`src/rtl/loop_fixpoint_solver.sv`:
```
// Clocked evaluator for an ordered feedback chain: one full sweep of STAGES
// operations per RUN cycle until the state vector stops changing or the budget runs out.
module loop_fixpoint_solver #(
   parameter int WIDTH    = 16,
   parameter int STAGES   = 3,
   parameter int MAX_ITER = 15,
   parameter int IW       = $clog2(MAX_ITER + 1)
) (
   input  logic                      i_clk,
   input  logic                      i_rst,
   input  logic                      i_start,
   input  logic [STAGES*WIDTH-1:0]   i_data,
   input  logic [2*STAGES-1:0]       i_op,
   output logic                      o_busy,
   output logic                      o_done,
   output logic                      o_converged,
   output logic [IW-1:0]             o_iter,
   output logic [STAGES*WIDTH-1:0]   o_state
);

   localparam int            VW        = STAGES * WIDTH;
   localparam logic [IW-1:0] ITER_LAST = IW'(MAX_ITER);

   typedef enum logic [1:0] {
      IDLE = 2'd0,
      RUN  = 2'd1,
      DONE = 2'd2
   } fsm_t;

   fsm_t                fsm;
   fsm_t                fsm_next;
   logic [VW-1:0]       data_q;
   logic [2*STAGES-1:0] op_q;
   logic [VW-1:0]       state_q;
   logic [VW-1:0]       sweep;
   logic [IW-1:0]       iter_q;
   logic [IW-1:0]       iter_next;
   logic                conv_q;
   logic                fixed;

   function automatic logic [WIDTH-1:0] apply(input logic [1:0]       op,
                                              input logic [WIDTH-1:0] a,
                                              input logic [WIDTH-1:0] b);
      case (op)
         2'b00:   apply = a ^ b;
         2'b01:   apply = a & b;
         2'b10:   apply = a | b;
         default: apply = a + b;
      endcase
   endfunction

   // Stage 0 is fed by the previous sweep's last stage; later stages see
   // the value just produced in this sweep, like a chain of blocking assigns.
   always_comb begin : sweep_chain
      logic [WIDTH-1:0] prev;
      prev  = state_q[(STAGES-1)*WIDTH +: WIDTH];
      sweep = '0;
      for (int k = 0; k < STAGES; k++) begin
         prev = apply(op_q[2*k +: 2], prev, data_q[k*WIDTH +: WIDTH]);
         sweep[k*WIDTH +: WIDTH] = prev;
      end
   end

   assign iter_next = iter_q + 1'b1;
   assign fixed     = (sweep == state_q);

   always_comb begin
      fsm_next = fsm;
      o_busy   = 1'b0;
      o_done   = 1'b0;
      case (fsm)
         IDLE: begin
            if (i_start) fsm_next = RUN;
         end
         RUN: begin
            o_busy = 1'b1;
            if (fixed || iter_next == ITER_LAST) fsm_next = DONE;
         end
         DONE: begin
            o_busy   = 1'b1;
            o_done   = 1'b1;
            fsm_next = IDLE;
         end
         default: fsm_next = IDLE;
      endcase
   end

   always_ff @(posedge i_clk) begin
      if (i_rst) begin
         fsm     <= IDLE;
         data_q  <= '0;
         op_q    <= '0;
         state_q <= '0;
         iter_q  <= '0;
         conv_q  <= 1'b0;
      end else begin
         fsm <= fsm_next;
         case (fsm)
            IDLE: begin
               if (i_start) begin
                  data_q  <= i_data;
                  op_q    <= i_op;
                  state_q <= '0;
                  iter_q  <= '0;
                  conv_q  <= 1'b0;
               end
            end
            RUN: begin
               state_q <= sweep;
               iter_q  <= iter_next;
               // Convergence takes precedence over budget exhaustion.
               if (fixed) conv_q <= 1'b1;
            end
            default: ;
         endcase
      end
   end

   assign o_state     = state_q;
   assign o_iter      = iter_q;
   assign o_converged = conv_q;

endmodule

```
`config.mk`:
```
export PLATFORM = sky130hd
export DESIGN_NAME = loop_fixpoint_solver
export DESIGN_NICKNAME = d
export VERILOG_FILES = /design/src/rtl/loop_fixpoint_solver.sv
export SDC_FILE = /design/constraint.sdc
export NUM_CORES = 1
export LEC_CHECK = 0
export CAP_MARGIN = 30
export CELL_PAD_IN_SITES_DETAIL_PLACEMENT = 2
export CELL_PAD_IN_SITES_GLOBAL_PLACEMENT = 2
export CORE_MARGIN = 2
export CORE_UTILIZATION = 30
export DETAILED_ROUTE_END_ITERATION = 7
export HOLD_SLACK_MARGIN = 0.08
export PLACE_DENSITY = 0.76
export SLEW_MARGIN = 20
export SYNTH_ARGS = -nofsm -noshare
export SYNTH_HDL_FRONTEND = slang
export SYNTH_SLANG_ARGS = --single-unit
export TNS_END_PERCENT = 30
```
`constraint.sdc`:
```
create_clock -name i_clk -period 15.7 [get_ports i_clk]
set_input_delay 3.14 -clock i_clk [delete_from_list [all_inputs] [get_ports i_clk]]
set_output_delay 3.14 -clock i_clk [all_outputs]
set_load 0.005 [all_outputs]
```
==> results by group, run 1 <==
Outcome
  • Run status: finished clean

Layout
  • Layout overhead on the synthesized area: 16.1%
  • Antenna Diode Count: 0
  • Register cell area after layout: ~0.0022 sq mm
  • Count of fill cells added during filler insertion: around 4,200
  • Multi-input gate area: about 0.0077 sq mm
  • Count of non-filler cells in the finished layout: 2,001
  • Number of nets in the final layout: between 1,500 and 2,000
  • Fraction of final layout cells sized beyond drive strength 1: 6.04%

Synthesis
  • Xor-xnor portion of the synthesized cell area: under 10%
  • Area share of the largest cell type after synthesis: between 20% and 30%
  • Leading area contributor after synthesis: sky130_fd_sc_hd__dfxtp_1
  • Synthesized area: around 0.011 sq mm
  • Most common cell in the netlist: sky130_fd_sc_hd__nand2_1
  • Post-synthesis share of cell area spent on and, or, nand and nor gates: 22.0%
  • Synthesis-stage register bit count: 109
  • Average cell area after synthesis: 7.23 sq um
  • Dominant cells by area after synthesis: sky130_fd_sc_hd__dfxtp_1 20%, sky130_fd_sc_hd__ha_1 12%, sky130_fd_sc_hd__a21oi_1 7.1%
  • Netlist cell types: between 80 and 90
  • Largest family of logic cells by synthesized area: compound AO/OA/AOI/OAI gates
  • Most frequently used flop master after synthesis: sky130_fd_sc_hd__dfxtp_1
  • Synth Area in Adders: between 10% and 20%
  • Gate count of the mapped netlist: roughly 1,500
  • Post-Synthesis Net Count: 1,651
  • Most used standard cells in the synthesized netlist: 202 x sky130_fd_sc_hd__nand2_1, 152 x sky130_fd_sc_hd__a21oi_1, 128 x sky130_fd_sc_hd__inv_1
  • Compound-Gate Fraction of Synth Area: a little over a quarter
  • Mux cell area share after synthesis: under 10%
  • Fraction of registers with async set/reset: 0%
  • Number of flops mapped to enable cells by yosys: 0
  • Seq/Total Area, Yosys: between 20% and 30%
  • Number of warnings issued by yosys: 0

Global route
  • Maximum number of pins on one net before global-route repair: 72
  • GRT Resource Usage Total: 26.8%
  • Wire length of the first global-routing pass: around 76 mm
  • Remaining global-route overflow: 0
  • Initial antenna violation count: 2
  • Via count of the first global-routing pass: between 10,000 and 15,000

CTS
  • Source-to-sink clock delay at the later pin of the worst-skew pair: approximately 400 ps
  • Post-CTS setup-driven buffer insertion count: 0
  • Clock sinks: approximately 110
  • CTS tree: built
  • Worst-path clk slew: around 90 ps
  • Cts bufs inserted: 9
  • H-tree depth: 3
  • Post-cts sizing count: 0
  • Clock tree root buffer cell: sky130_fd_sc_hd__clkbuf_16
  • # hold bufs at CTS: 0
  • Maximum root-to-sink buffer count: 2

Routing
  • Post-detailed-route wirelength per cell: around 25 um
  • Vias after detailed routing: 11,600
  • Avg Vias per Cell: roughly 5.8
  • Antenna viol nets, final: 0
  • Final Routed Wirelength: between 50 and 60 mm
  • DR iter-0 viols: between 700 and 800
  • Number of iterations in the first detailed-routing pass: 5
  • Final routed DRC violation total: 0

Floorplanning
  • Placement row count: 69
  • Standard cell core area: between 0.03 and 0.04 sq mm
  • Die area: about 0.037 sq mm
  • Die Span Y: just under 200 um
  • Number of primary I/O pins: 112
  • Width of the die: 193 um
  • Initial cell density of the core: 30.3%

Power and ir drop
  • VDD IR max: around 0.060 mV
  • Power density over the cells: roughly 90 mW/mm^2
  • Leakage power summed over all cells: about 4.7 nW
  • Total design power: around 1.1 mW

STA
  • Final Max Slew Viols: 0
  • Peak clock frequency supported by timing: around 120 MHz
  • Worst slew slack as a fraction of its limit: between 30% and 40%
  • Fin. Hold Viols: 0
  • Total setup violations reported at the end of the flow: 0
  • Worst-Margin Slew: a little under 1000 ps
  • Final Critical Period: ~8500 ps
  • Post-route fraction of the period consumed by the critical path: 54.3%
  • Aggregate negative setup slack: 0 ps
  • Worst hold slack after final layout: about 480 ps
  • Setup repair after global routing missed its margin: no
  • Setup skew after layout: 13.6 ps

Worst setup path
  • Reg2Reg Launch Point: o_state[34]
  • Crit path launch type: register
  • Worst setup startpoint: o_state[34]
  • Critical Path End Type: register
  • Library cell contributing the largest single delay on the critical path: sky130_fd_sc_hd__o31ai_1
  • Slowest Stage Delay on Critical Path: ~850 ps
  • Crit path required time: about 16,000 ps
  • Worst Setup Path Type: register to register
  • Arrival time at the worst endpoint: approximately 8800 ps
  • CP max FO: 7

Placed design
  • Count of input and output buffers: 111
  • Number of instances in the placed design: between 1,500 and 2,000
  • Detailed-placement wirelength estimate: 39.0 mm
  • Final Wtd Congestion: between 0.9 and 1

Min path
  • Tightest Hold Check Type: register to register
  • Worst Min Path Start: data_q[24]

Flow run
  • Max-cap violations: 0
==> routing by layer <==
metal / track usage [%] / wire length, um / vias to the layer above
met3: 5.91 / 3150 / 83
met4: 11.3 / 2130 / 2
met2: 44.2 / 23800 / 313
li1: - / - / 5347
met5: 0 / 10 / -
met1: 33.6 / 21500 / 5846
==> cells in the final DEF (no fill, tap or decap), drive strengths merged, types with 14 or more instances in the layout <==
cell type,synthesis,final
a22oi,41,41
nand3,26,26
nand2b,18,18
buf,37,21
clkdlybuf4s50,0,110
nand2,202,202
a211oi,27,27
ha,101,101
xor2,21,21
o211ai,14,14
nor3,25,25
a21oi,154,154
o21ai,83,83
inv,129,132
nor2,120,120
a21o,15,15
nand4,25,25
mux2i,24,24
xnor2,38,38
dfxtp,109,109
==> kinds of logic after synthesis <==
logic type               Yosys count
buffers and inverters            227
XOR/XNOR                          59
flip-flops                       109
adder cells (fa/ha/maj)          104
AND/OR/NAND/NOR                  505
multiplexers                      45
AO/OA/AOI/OAI                    441
==> critical path, delay by kind of cell, from the launching register on <==
family / cells / cell delay, ps
flip-flops: 1 / 530
multiplexers: 2 / 270
adder cells (fa/ha/maj): 3 / 1220
buffers and inverters: 3 / 290
XOR/XNOR: 2 / 360
AND/OR/NAND/NOR: 7 / 2410
AO/OA/AOI/OAI: 11 / 3330
==> power breakdown <==
part	leakage (nW)	internal [mW]	switching, mW
Combinational	3.64	0.196	0.345
Sequential	0.890	0.292	0.0253
Clock	0.153	0.132	0.132
==> worst paths after layout <==
kind | endpoint | slack (ps) | cells after the start
worst min register to register | data_q[24] | 480 | 2
worst max-delay path | fsm[0] | 7180 | 28
worst min-delay path | data_q[24] | 480 | 2
worst max register to register | fsm[0] | 7180 | 28
==> area by class of cell <==
| cell class | count | area share [%] |
|---|---|---|
| multi-input cells | 1154 | 61.4 |
| flip-flops and latches | 109 | 17.5 |
| repair buffers | 131 | 10.1 |
| well taps | 461 | 4.61 |
| inverters | 130 | 3.90 |
| clock buffers | 10 | 1.91 |
| clock inverters | 6 | 0.620 |
==> through the flow <==
| stage | setup slack, ps | utilization [%] | area [sq um] |
|---|---|---|---|
| floorplan | 8840 | - | 10800 |
| global placement | 7630 | 34.3 | 12200 |
| detailed placement | 7280 | 34.3 | 12200 |
| CTS | 7230 | 35.2 | 12500 |
| global route | 6750 | 35.2 | 12500 |
| finish | 7180 | 35.2 | 12500 |
==> sequential cells by signal, indices dropped and copies added, names as in the netlist <==
signal / flops
op_q: 6
o_converged: 1
o_state: 48
data_q: 48
o_iter: 4
fsm: 2
Power figures use the tool's default switching activity.
==> inputs of run 2 (changes only) <==
PLACE_DENSITY = 0.79   (was 0.76)
clock period = 7.08 ns   (was 15.7 ns; I/O delays follow)
==> run 2 against run 1 <==
Register-to-register slack worse by 7100 ps. Sequential cell count did not move. Setup slack lost 7100 ps. Critical path depth increased by 4. Global-route usage grew 3.1 points. Clock-buffer cell count is 1 higher. Power grew to 2.5 times the previous value. Worst hold slack got worse by 2.2 ps. Die area unchanged. Non-clock buffer count is 214 higher. Via count increased by 9.2%. Maximum frequency rose by 21%. Critical path type unchanged. Largest cell class unchanged. Highest routed layer is now met4.
==> results by group, run 2 (synthesized netlist as in run 1, its figures left out) <==
STA
  • Final Critical Period: 7020 ps (-1500 ps)
  • Fin. Hold Viols: 0 (unchanged)
  • Setup repair after global routing missed its margin: yes
  • Final Max Slew Viols: 0 (unchanged)
  • Peak clock frequency supported by timing: 142 MHz (+21%)
  • Total setup violations reported at the end of the flow: 0 (unchanged)
  • Worst-Margin Slew: 983 ps (+1.81 ps)
  • Aggregate negative setup slack: 0 ps (unchanged)
  • Setup skew after layout: 13.8 ps (+0.205 ps)
  • Worst hold slack after final layout: 482 ps (-2.23 ps)
  • Post-route fraction of the period consumed by the critical path: 99.2% (+45 points)
  • Worst slew slack as a fraction of its limit: 34.4% (+0.44 points)

Worst setup path
  • Cell mode on critical path: sky130_fd_sc_hd__buf_4
  • CP max FO: 6 (-1)
  • Arrival time at the worst endpoint: 7270 ps (-1550 ps)
  • Library cell contributing the largest single delay on the critical path: sky130_fd_sc_hd__or4_4
  • Crit path launch type: register
  • Crit path required time: 7330 ps (-8670 ps)
  • Slowest Stage Delay on Critical Path: 470 ps (-380 ps)
  • Worst Setup Path Type: register to register
  • Critical Path End Type: register

Power and ir drop
  • Share of power burned in the clock network: 20.3% (-3.2 points)
  • Power density over the cells: 193 mW/mm^2 (+120%)
  • Share of power burned in combinational logic: 54.9% (+6.7 points)
  • Switching fraction of total power: 43.6% (-1.1 points)
  • Internal power of the cells: 1.59 mW (+160%)
  • VDD IR max: 0.169 mV (+180%)
  • Sequential cell fraction of total power: 24.8% (-3.5 points)
  • Psw: 1.23 mW (+150%)
  • Leakage power summed over all cells: 5.82 nW (+24%)

Floorplanning
  • Standard cell core area: 0.0355 sq mm (unchanged)
  • Die Span Y: 193 um (unchanged)
  • Placement row count: 69 (unchanged)
  • Number of primary I/O pins: 112 (unchanged)
  • Die area: 0.0374 sq mm (unchanged)
  • Initial cell density of the core: 30.3% (unchanged)
  • Width of the die: 193 um (unchanged)

Layout
  • Top library cells by usage in the layout, fill and taps aside: 228 x sky130_fd_sc_hd__buf_4, 199 x sky130_fd_sc_hd__nand2_1, 136 x sky130_fd_sc_hd__a21oi_1, 124 x sky130_fd_sc_hd__inv_1, 116 x sky130_fd_sc_hd__nor2_1
  • Most common cell after layout, fill and taps aside: sky130_fd_sc_hd__buf_4
  • Post-route cell area: 0.0146 sq mm (+17%)
  • Count of fill cells added during filler insertion: 4,104 (-2.1%)
  • Fraction of final layout cells sized beyond drive strength 1: 21.7% (+16 points)
  • Antenna Diode Count: 0 (unchanged)
  • Layout overhead on the synthesized area: 36.0%
  • Number of nets in the final layout: 1,910 (+13%)
  • Final Util: 41.3% (+6.0 points)
  • Count of non-filler cells in the finished layout: 2,214 (+11%)

Routing
  • Antenna viol nets, final: 0 (unchanged)
  • Number of iterations in the first detailed-routing pass: 5 (unchanged)
  • Final routed DRC violation total: 0 (unchanged)
  • Final Routed Wirelength: 57.0 mm (+13%)
  • Avg Vias per Cell: 5.72 (-1.3%)
  • Vias after detailed routing: 12,700 (+9.2%)
  • DR iter-0 viols: 728 (+0.55%)
  • Post-detailed-route wirelength per cell: 25.8 um (+2.0%)

Placed design
  • Placed Instance Area: 0.0137 sq mm (+12%)
  • Detailed-placement wirelength estimate: 44.2 mm (+13%)
  • Number of instances in the placed design: 2,180 (+9.8%)
  • Final Wtd Congestion: 0.961 (+3.6%)
  • Count of input and output buffers: 111 (unchanged)

Outcome
  • Run status: finished clean

Flow run
  • Max-cap violations: 0 (unchanged)

CTS
  • Source-to-sink clock delay at the later pin of the worst-skew pair: 400 ps (about the same)
  • # hold bufs at CTS: 0 (unchanged)
  • Clock tree root buffer cell: sky130_fd_sc_hd__clkbuf_16
  • CTS tree: built
  • Clock sinks: 109 (unchanged)
  • Maximum root-to-sink buffer count: 2 (unchanged)
  • H-tree depth: 3 (unchanged)
  • Worst-path clk slew: 80 ps (about the same)
  • Cts bufs inserted: 9 (unchanged)

Min path
  • Tightest Hold Check Type: register to register

Global route
  • GRT Resource Usage Total: 29.9% (+3.1 points)
  • Via count of the first global-routing pass: 13,600 (+14%)
  • Maximum number of pins on one net before global-route repair: 69 (-4.2%)
  • Wire length of the first global-routing pass: 85.2 mm (+12%)
  • Remaining global-route overflow: 0 (unchanged)
  • Initial antenna violation count: 0 (-2)
[run 2: critical path: cells and delay by family, from the launching register on]
kind	cells	cell delay, ps
compound gates	11	2360
xor+xnor	3	420
fa+ha+maj	4	930
buf+inv	6	910
flops	1	340
mux	1	170
simple gates	7	1730
[run 2: metal layers]
layer | vias up | track usage, % | part of all wire (%)
met3 | 117 | 4.88 | 4.1
met2 | 343 | 50.7 | 48
met1 | 6433 | 36.2 | 42
li1 | 5768 | - | -
met5 | - | 0 | 0
met4 | 0 | 15.7 | 5.4
[run 2: path summary, 6_finish.rpt]
path | to | depth (start not counted) | slack, ps | startpoint
max | fsm[0] | 32 | 60 | o_state[32]
min reg2reg | data_q[3] | 2 | 480 | data_q[3]
min | data_q[3] | 2 | 480 | data_q[3]
max reg2reg | fsm[0] | 32 | 60 | o_state[32]
[run 2: final cells by class]
cell class,count,area [sq um],share of cell area [%]
multi-input cells,1154,8180,55.8
repair buffers,345,2900,19.8
flip-flops and latches,109,2190,15.0
well taps,461,577,3.94
inverters,130,490,3.35
clock buffers,11,253,1.73
clock inverters,4,55.1,0.376
[run 2: power by group through the flow]
stage	registers (mW)	logic [mW]	clock network, mW
after floorplan	0.692	0.753	0
after global placement	0.710	1.37	0
after detailed placement	0.713	1.43	0
after CTS	0.699	1.48	0.593
after global routing	0.706	1.66	0.615
final	0.702	1.55	0.574
[run 2: what timing repair did]
item | CTS | global route
gates resized for setup | 52 | 65
setup buffers | 10 | 9
setup endpoints to repair | 3 | 3
pin swaps | 26 | 45
[run 2: stage by stage]
stage / setup WS (ps) / total power [mW]
after CTS: 5.96 / 2.77
after global placement: -560 / 2.08
final: 59.0 / 2.83
after global routing: -148 / 2.98
after floorplan: 218 / 1.45
after detailed placement: -688 / 2.14
==> inputs of run 3 (changes only) <==
CTS_CLUSTER_SIZE = 25   (was not set)
PLACE_DENSITY = 0.76   (was 0.79)
clock period = 8.02 ns   (was 7.08 ns; I/O delays follow)
==> run 3 against run 2 <==
Utilization is 5.1 points lower. First-iteration DRC count decreased by 3.7%. Non-clock buffer count is 178 lower. Clock power down 13%. Cell count fell by 8.0%. Maximum frequency shrank 6.7%. Wire length decreased by 7.8%. Critical path type unchanged. Critical endpoint unchanged.
==> results by group, run 3 (synthesized netlist as in run 1, its figures left out) <==
Outcome
  • Run status: finished clean

Power and ir drop
  • Total design power: 2.24 mW (-21%)
  • VDD IR max: 0.120 mV (-29%)
  • Leakage power summed over all cells: 4.87 nW (-16%)
  • Power density over the cells: 175 mW/mm^2 (-9.4%)

CTS
  • Clock tree root buffer cell: sky130_fd_sc_hd__clkbuf_16
  • CTS tree: built
  • Post-CTS setup-driven buffer insertion count: 0 (-10)
  • Maximum root-to-sink buffer count: 2 (unchanged)
  • Post-cts sizing count: 0 (-100%)
  • Cts bufs inserted: 9 (unchanged)
  • Source-to-sink clock delay at the later pin of the worst-skew pair: 400 ps (about the same)
  • # hold bufs at CTS: 0 (unchanged)
  • Clock sinks: 109 (unchanged)
  • H-tree depth: 3 (unchanged)
  • Worst-path clk slew: 90 ps (about the same)

Worst setup path
  • Slowest Stage Delay on Critical Path: 510 ps (+40 ps)
  • Worst Setup Path Type: register to register
  • Setup slack, reg-to-reg: 490 ps (+430 ps)
  • Crit path required time: 8330 ps (+1000 ps)
  • Arrival time at the worst endpoint: 7840 ps (+570 ps)
  • Reg2Reg Launch Point: o_state[32]
  • Crit path launch type: register
  • Critical Path End Type: register
  • Reg2reg path depth: 28 (-13%)
  • Endpoint of the lowest-slack register-to-register path: fsm[0]
  • CP max FO: 9 (+3)
  • Cell mode on critical path: sky130_fd_sc_hd__ha_1
  • Library cell contributing the largest single delay on the critical path: sky130_fd_sc_hd__or4_1

STA
  • Worst-Margin Slew: 950 ps (-33.3 ps)
  • Setup repair after global routing missed its margin: no
  • Worst slew slack as a fraction of its limit: 36.0% (+1.5 points)
  • Final Critical Period: 7530 ps (+508 ps)
  • Worst hold slack after final layout: 482 ps (-0.0510 ps)
  • Aggregate negative setup slack: 0 ps (unchanged)
  • Peak clock frequency supported by timing: 133 MHz (-6.7%)
  • Worst Slack Setup Final: 491 ps (+432 ps)
  • Total setup violations reported at the end of the flow: 0 (unchanged)
  • Final Max Slew Viols: 0 (unchanged)
  • Setup skew after layout: 15.7 ps (+1.96 ps)
  • Post-route fraction of the period consumed by the critical path: 93.9% (-5.3 points)
  • Fin. Hold Viols: 0 (unchanged)

Floorplanning
  • Number of primary I/O pins: 112 (unchanged)
  • Width of the die: 193 um (unchanged)
  • Placement row count: 69 (unchanged)
  • Die area: 0.0374 sq mm (unchanged)
  • Standard cell core area: 0.0355 sq mm (unchanged)
  • Initial cell density of the core: 30.3% (unchanged)
  • Die Span Y: 193 um (unchanged)

Layout
  • Fraction of final layout cells sized beyond drive strength 1: 9.01% (-13 points)
  • Most common cell after layout, fill and taps aside: sky130_fd_sc_hd__nand2_1
  • Number of nets in the final layout: 1,732 (-9.3%)
  • Layout overhead on the synthesized area: 19.1%
  • Count of fill cells added during filler insertion: 4,161 (+1.4%)
  • Count of non-filler cells in the finished layout: 2,037 (-8.0%)
  • Antenna Diode Count: 0 (unchanged)
  • Final Util: 36.1% (-5.1 points)
  • Post-route cell area: 0.0128 sq mm (-12%)
  • Top library cells by usage in the layout, fill and taps aside: 201 x sky130_fd_sc_hd__nand2_1, 145 x sky130_fd_sc_hd__a21oi_1, 128 x sky130_fd_sc_hd__inv_1, 120 x sky130_fd_sc_hd__nor2_1, 110 x sky130_fd_sc_hd__clkdlybuf4s50_1

Global route
  • Maximum number of pins on one net before global-route repair: 71 (+2.9%)
  • Remaining global-route overflow: 0 (unchanged)
  • Wire length of the first global-routing pass: 79.2 mm (-7.0%)
  • GRT Resource Usage Total: 27.9% (-2.0 points)
  • Via count of the first global-routing pass: 12,400 (-9.0%)
  • Initial antenna violation count: 0 (unchanged)

Min path
  • Worst Hold Path EP: data_q[24]
  • Worst Min Path Start: data_q[24]
  • Number of cells traversed by the worst hold path: 2 (unchanged)
  • Tightest Hold Check Type: register to register

Routing
  • DR iter-0 viols: 701 (-3.7%)
  • Number of iterations in the first detailed-routing pass: 5 (unchanged)
  • Final Routed Wirelength: 52.6 mm (-7.8%)
  • Vias after detailed routing: 11,700 (-7.6%)
  • Post-detailed-route wirelength per cell: 25.8 um (+0.18%)
  • Final routed DRC violation total: 0 (unchanged)
  • Avg Vias per Cell: 5.74 (+0.39%)
  • Antenna viol nets, final: 0 (unchanged)

Placed design
  • Placed Instance Area: 0.0125 sq mm (-8.8%)
  • Count of input and output buffers: 111 (unchanged)
  • Number of instances in the placed design: 2,021 (-7.3%)
  • Final Wtd Congestion: 0.940 (-2.2%)
  • Post-placement setup slack: 283 ps (+971 ps)
  • Detailed-placement wirelength estimate: 41.0 mm (-7.2%)

Flow run
  • Max-cap violations: 0 (unchanged)
==> run 3: changes by cell type in the layout (fill, tap and decap cells not counted), sizes merged <==
cell | previous run | this run
buf | 235 | 57
clkbuf | 11 | 12
clkinv | 2 | 1
inv | 130 | 132
bufinv | 1 | 0
==> run 3: worst max path at each step <==
stage	start	endpoint	slack, ps	depth (start not counted)
2_1_floorplan	o_state[32]	fsm[0]	1160	26
3_3_place_gp	o_state[32]	fsm[0]	390	28
3_5_place_dp	o_state[32]	fsm[0]	280	26
4_1_cts	o_state[32]	fsm[0]	250	26
5_1_grt	o_state[42]	fsm[0]	10	31
6_report	o_state[32]	fsm[0]	490	28
==> run 3: area by class of cell <==
class                   instances  area, sq um  area share [%]
repair buffers                167         1530            11.9
well taps                     461          577            4.50
multi-input cells            1154         7740            60.4
clock inverters                 4         36.3           0.283
inverters                     130          488            3.81
clock buffers                  12          267            2.08
flip-flops and latches        109         2190            17.1
==> run 3: layer usage <==
metal | GRT usage (%) | routed length (um)
met3 | 4.39 | 2310
met1 | 36.2 | 23700
met2 | 45.9 | 24500
met4 | 11.4 | 2050
met5 | 0 | 0
==> run 3: worst max-delay path, delay by kind of cell (launching register included) <==
family / cells / cell delay (ps)
muxes: 1 / 300
adders and majority gates: 4 / 1430
DFF: 1 / 360
buffers and inverters: 2 / 180
xor gates and xnor gates: 2 / 320
AOI/OAI and AO/OA: 12 / 3030
and+or+nand+nor: 7 / 1840
==> run 3: where the power goes <==
group | switching, mW | internal, mW
sequential | 0.0482 | 0.572
clock | 0.256 | 0.242
combinational | 0.706 | 0.419
==> patch (flow settings as in run 1) <==
The 3 states of `fsm_t` get a one-hot encoding in 3 bits.
--- a/src/rtl/loop_fixpoint_solver.sv
+++ b/src/rtl/loop_fixpoint_solver.sv
@@ -21,10 +21,10 @@
    localparam int            VW        = STAGES * WIDTH;
    localparam logic [IW-1:0] ITER_LAST = IW'(MAX_ITER);
 
-   typedef enum logic [1:0] {
-      IDLE = 2'd0,
-      RUN  = 2'd1,
-      DONE = 2'd2
+   typedef enum logic [2:0] {
+      IDLE = 3'b001,
+      RUN  = 3'b010,
+      DONE = 3'b100
    } fsm_t;
 
    fsm_t                fsm;
Behaviour: same outputs for any inputs over 4 cycles, from zero or initial values and one cycle with i_rst high; so few cycles prove little.
==> patch against run 1 <==
Power is 9.1% lower; critical endpoint is now fsm[2]; clock power is 6% lower; first-iteration DRC count is 0.97% lower; sequential power is 4% lower; largest power group unchanged; synthesized area hardly changed; die area hardly changed; worst setup slack worse by 0.61 ns; core utilization hardly changed; highest routed layer is now met4; final area hardly changed; sequential cell count is 1 higher; wire length is 1.0% higher.
==> patch: results (changes against run 1) <==
grt:
  grt.total_usage: 0.270  # +0.00187
  grt_max_degree: 84  # +17%
  grt_antenna_before_repair: 1  # -1
  grt_pass1_vias: 12100  # +1.2%
  grt_first_pass_wirelength_um: 77300  # +1.4%
pwr:
  peakVddDrop_mv: 0.0578  # -3.1%
  p_leak_nw: 4.63  # -1.1%
  power_switching_uw: 454  # -9.6%
detailed_routing:
  drtPass1Iterations: 5  # unchanged
  routed_wl_um: 51100  # +1.0%
  detail_route.vias_per_cell: 5.74  # -0.95%
  drtIter0Drc: 717  # -0.97%
sta:
  final_max_slew_viol_count: 0  # unchanged
  tns_ns: 0  # unchanged
  finalClockSkew_ns: 0.0182  # +0.00463 ns
  tightestPinTransition_ns: 1.01  # +0.0320 ns
placement:
  place_ws_ns: 6.71  # -0.565 ns
  dp_hpwl_um: 39700  # +1.7%
  port_buffers: 111  # unchanged
  gp_congestion: 0.953  # +2.8%
layout:
  fill_cells: 4181  # -0.24%
  drive_above_1_share: 0.0510  # -0.00939
  diodes: 0  # unchanged
critical_path:
  worstPathMaxFanout: 7  # unchanged
  cp_slowest_stage_delay_ns: 0.84
  crit_path_top_delay_cell: "a2111oi_1"
synth:
  yosysTopAreaCell: "dfxtp_1"
  yosys_warnings: 0  # unchanged
  ys_seq_area_frac: 0.204  # +0.00179
  ys_top_cells_by_count: "nand2_1, a21oi_1, inv_1"
  synth_area_leaders: "dfxtp_1, ha_1, a21oi_1, nand2_1, inv_1"
  synth-async-reset-ratio: 0  # unchanged
  synth_cell_types: 74  # -16%
  synth_fp_nets: 1667  # +0.97%
clock_network:
  post-cts-setup-buffers: 0  # unchanged
  root_buffer: "clkbuf_16"
  cts-resized-gates: 0  # unchanged
  clk_latency_ns: 0.40  # about the same
  cts_buffer_depth: 2  # unchanged
  htree_levels: 3  # unchanged
  numCtsBuffers: 9  # unchanged
  clk_pin_slew_worst_paths_ns: 0.09  # about the same
outcome:
  outcome: "complete, no violations"
floorplanning:
  die_area_um2: 37400  # about the same
worst_hold_path:
  hp-class: "reg2reg"
patch: layer usage:
metal  up-vias  GRT usage  share of wire
met1      5890      0.357           0.46
li1       5346          -              -
met4         0     0.0941          0.031
met2       243      0.450           0.47
met5         -          0              0
met3        54     0.0356          0.040
patch: worst paths after layout:
path	from	cells after the start	to	slack (ns)
max	o_state[33]	29	fsm[2]	6.58
min	data_q[40]	2	data_q[40]	0.48
max reg2reg	o_state[33]	29	fsm[2]	6.58
min reg2reg	data_q[40]	2	data_q[40]	0.48
patch: through the flow:
step	cell area, um2	instances	hold slack (ns)	utilization
after floorplan	10800	1509	0.453	-
after global placement	12200	1991	0.467	0.343
after detailed placement	12200	1991	0.475	0.343
after CTS	12400	2007	0.487	0.351
after global routing	12500	2010	0.507	0.353
final	12500	2010	0.481	0.353
patch: logic make-up after synthesis:
group,share of synthesized area
buffers and inverters,0.0832
AOI/OAI and AO/OA,0.259
and+or+nand+nor,0.224
muxes,0.0577
DFF,0.204
xor gates and xnor gates,0.0512
adders and majority gates,0.119
patch: power groups by stage:
stage | registers [mW] | clock network [mW] | logic [mW]
finish | 0.305 | 0.248 | 0.467
detailed placement | 0.312 | 0 | 0.454
global placement | 0.311 | 0 | 0.443
floorplan | 0.305 | 0 | 0.291
CTS | 0.305 | 0.256 | 0.458
global route | 0.307 | 0.266 | 0.503
patch: final cells by class:
| cell class | instances | area share |
|---|---|---|
| Clock buffer | 10 | 0.0183 |
| Clock inverter | 6 | 0.00420 |
| Inverter | 125 | 0.0375 |
| Multi-Input combinational cell | 1168 | 0.615 |
| Sequential cell | 110 | 0.176 |
| Tap cell | 461 | 0.0461 |
| Timing Repair Buffer | 130 | 0.103 |
patch: worst max-delay path, delay by kind of cell, from the launching register on:
family                   cells  cell delay [ns]
buffers and inverters        3             0.34
flip-flops                   1             0.50
AND/OR/NAND/NOR              7             1.58
adder cells (fa/ha/maj)      3             0.97
XOR/XNOR                     2             0.28
AO/OA/AOI/OAI               14             5.35
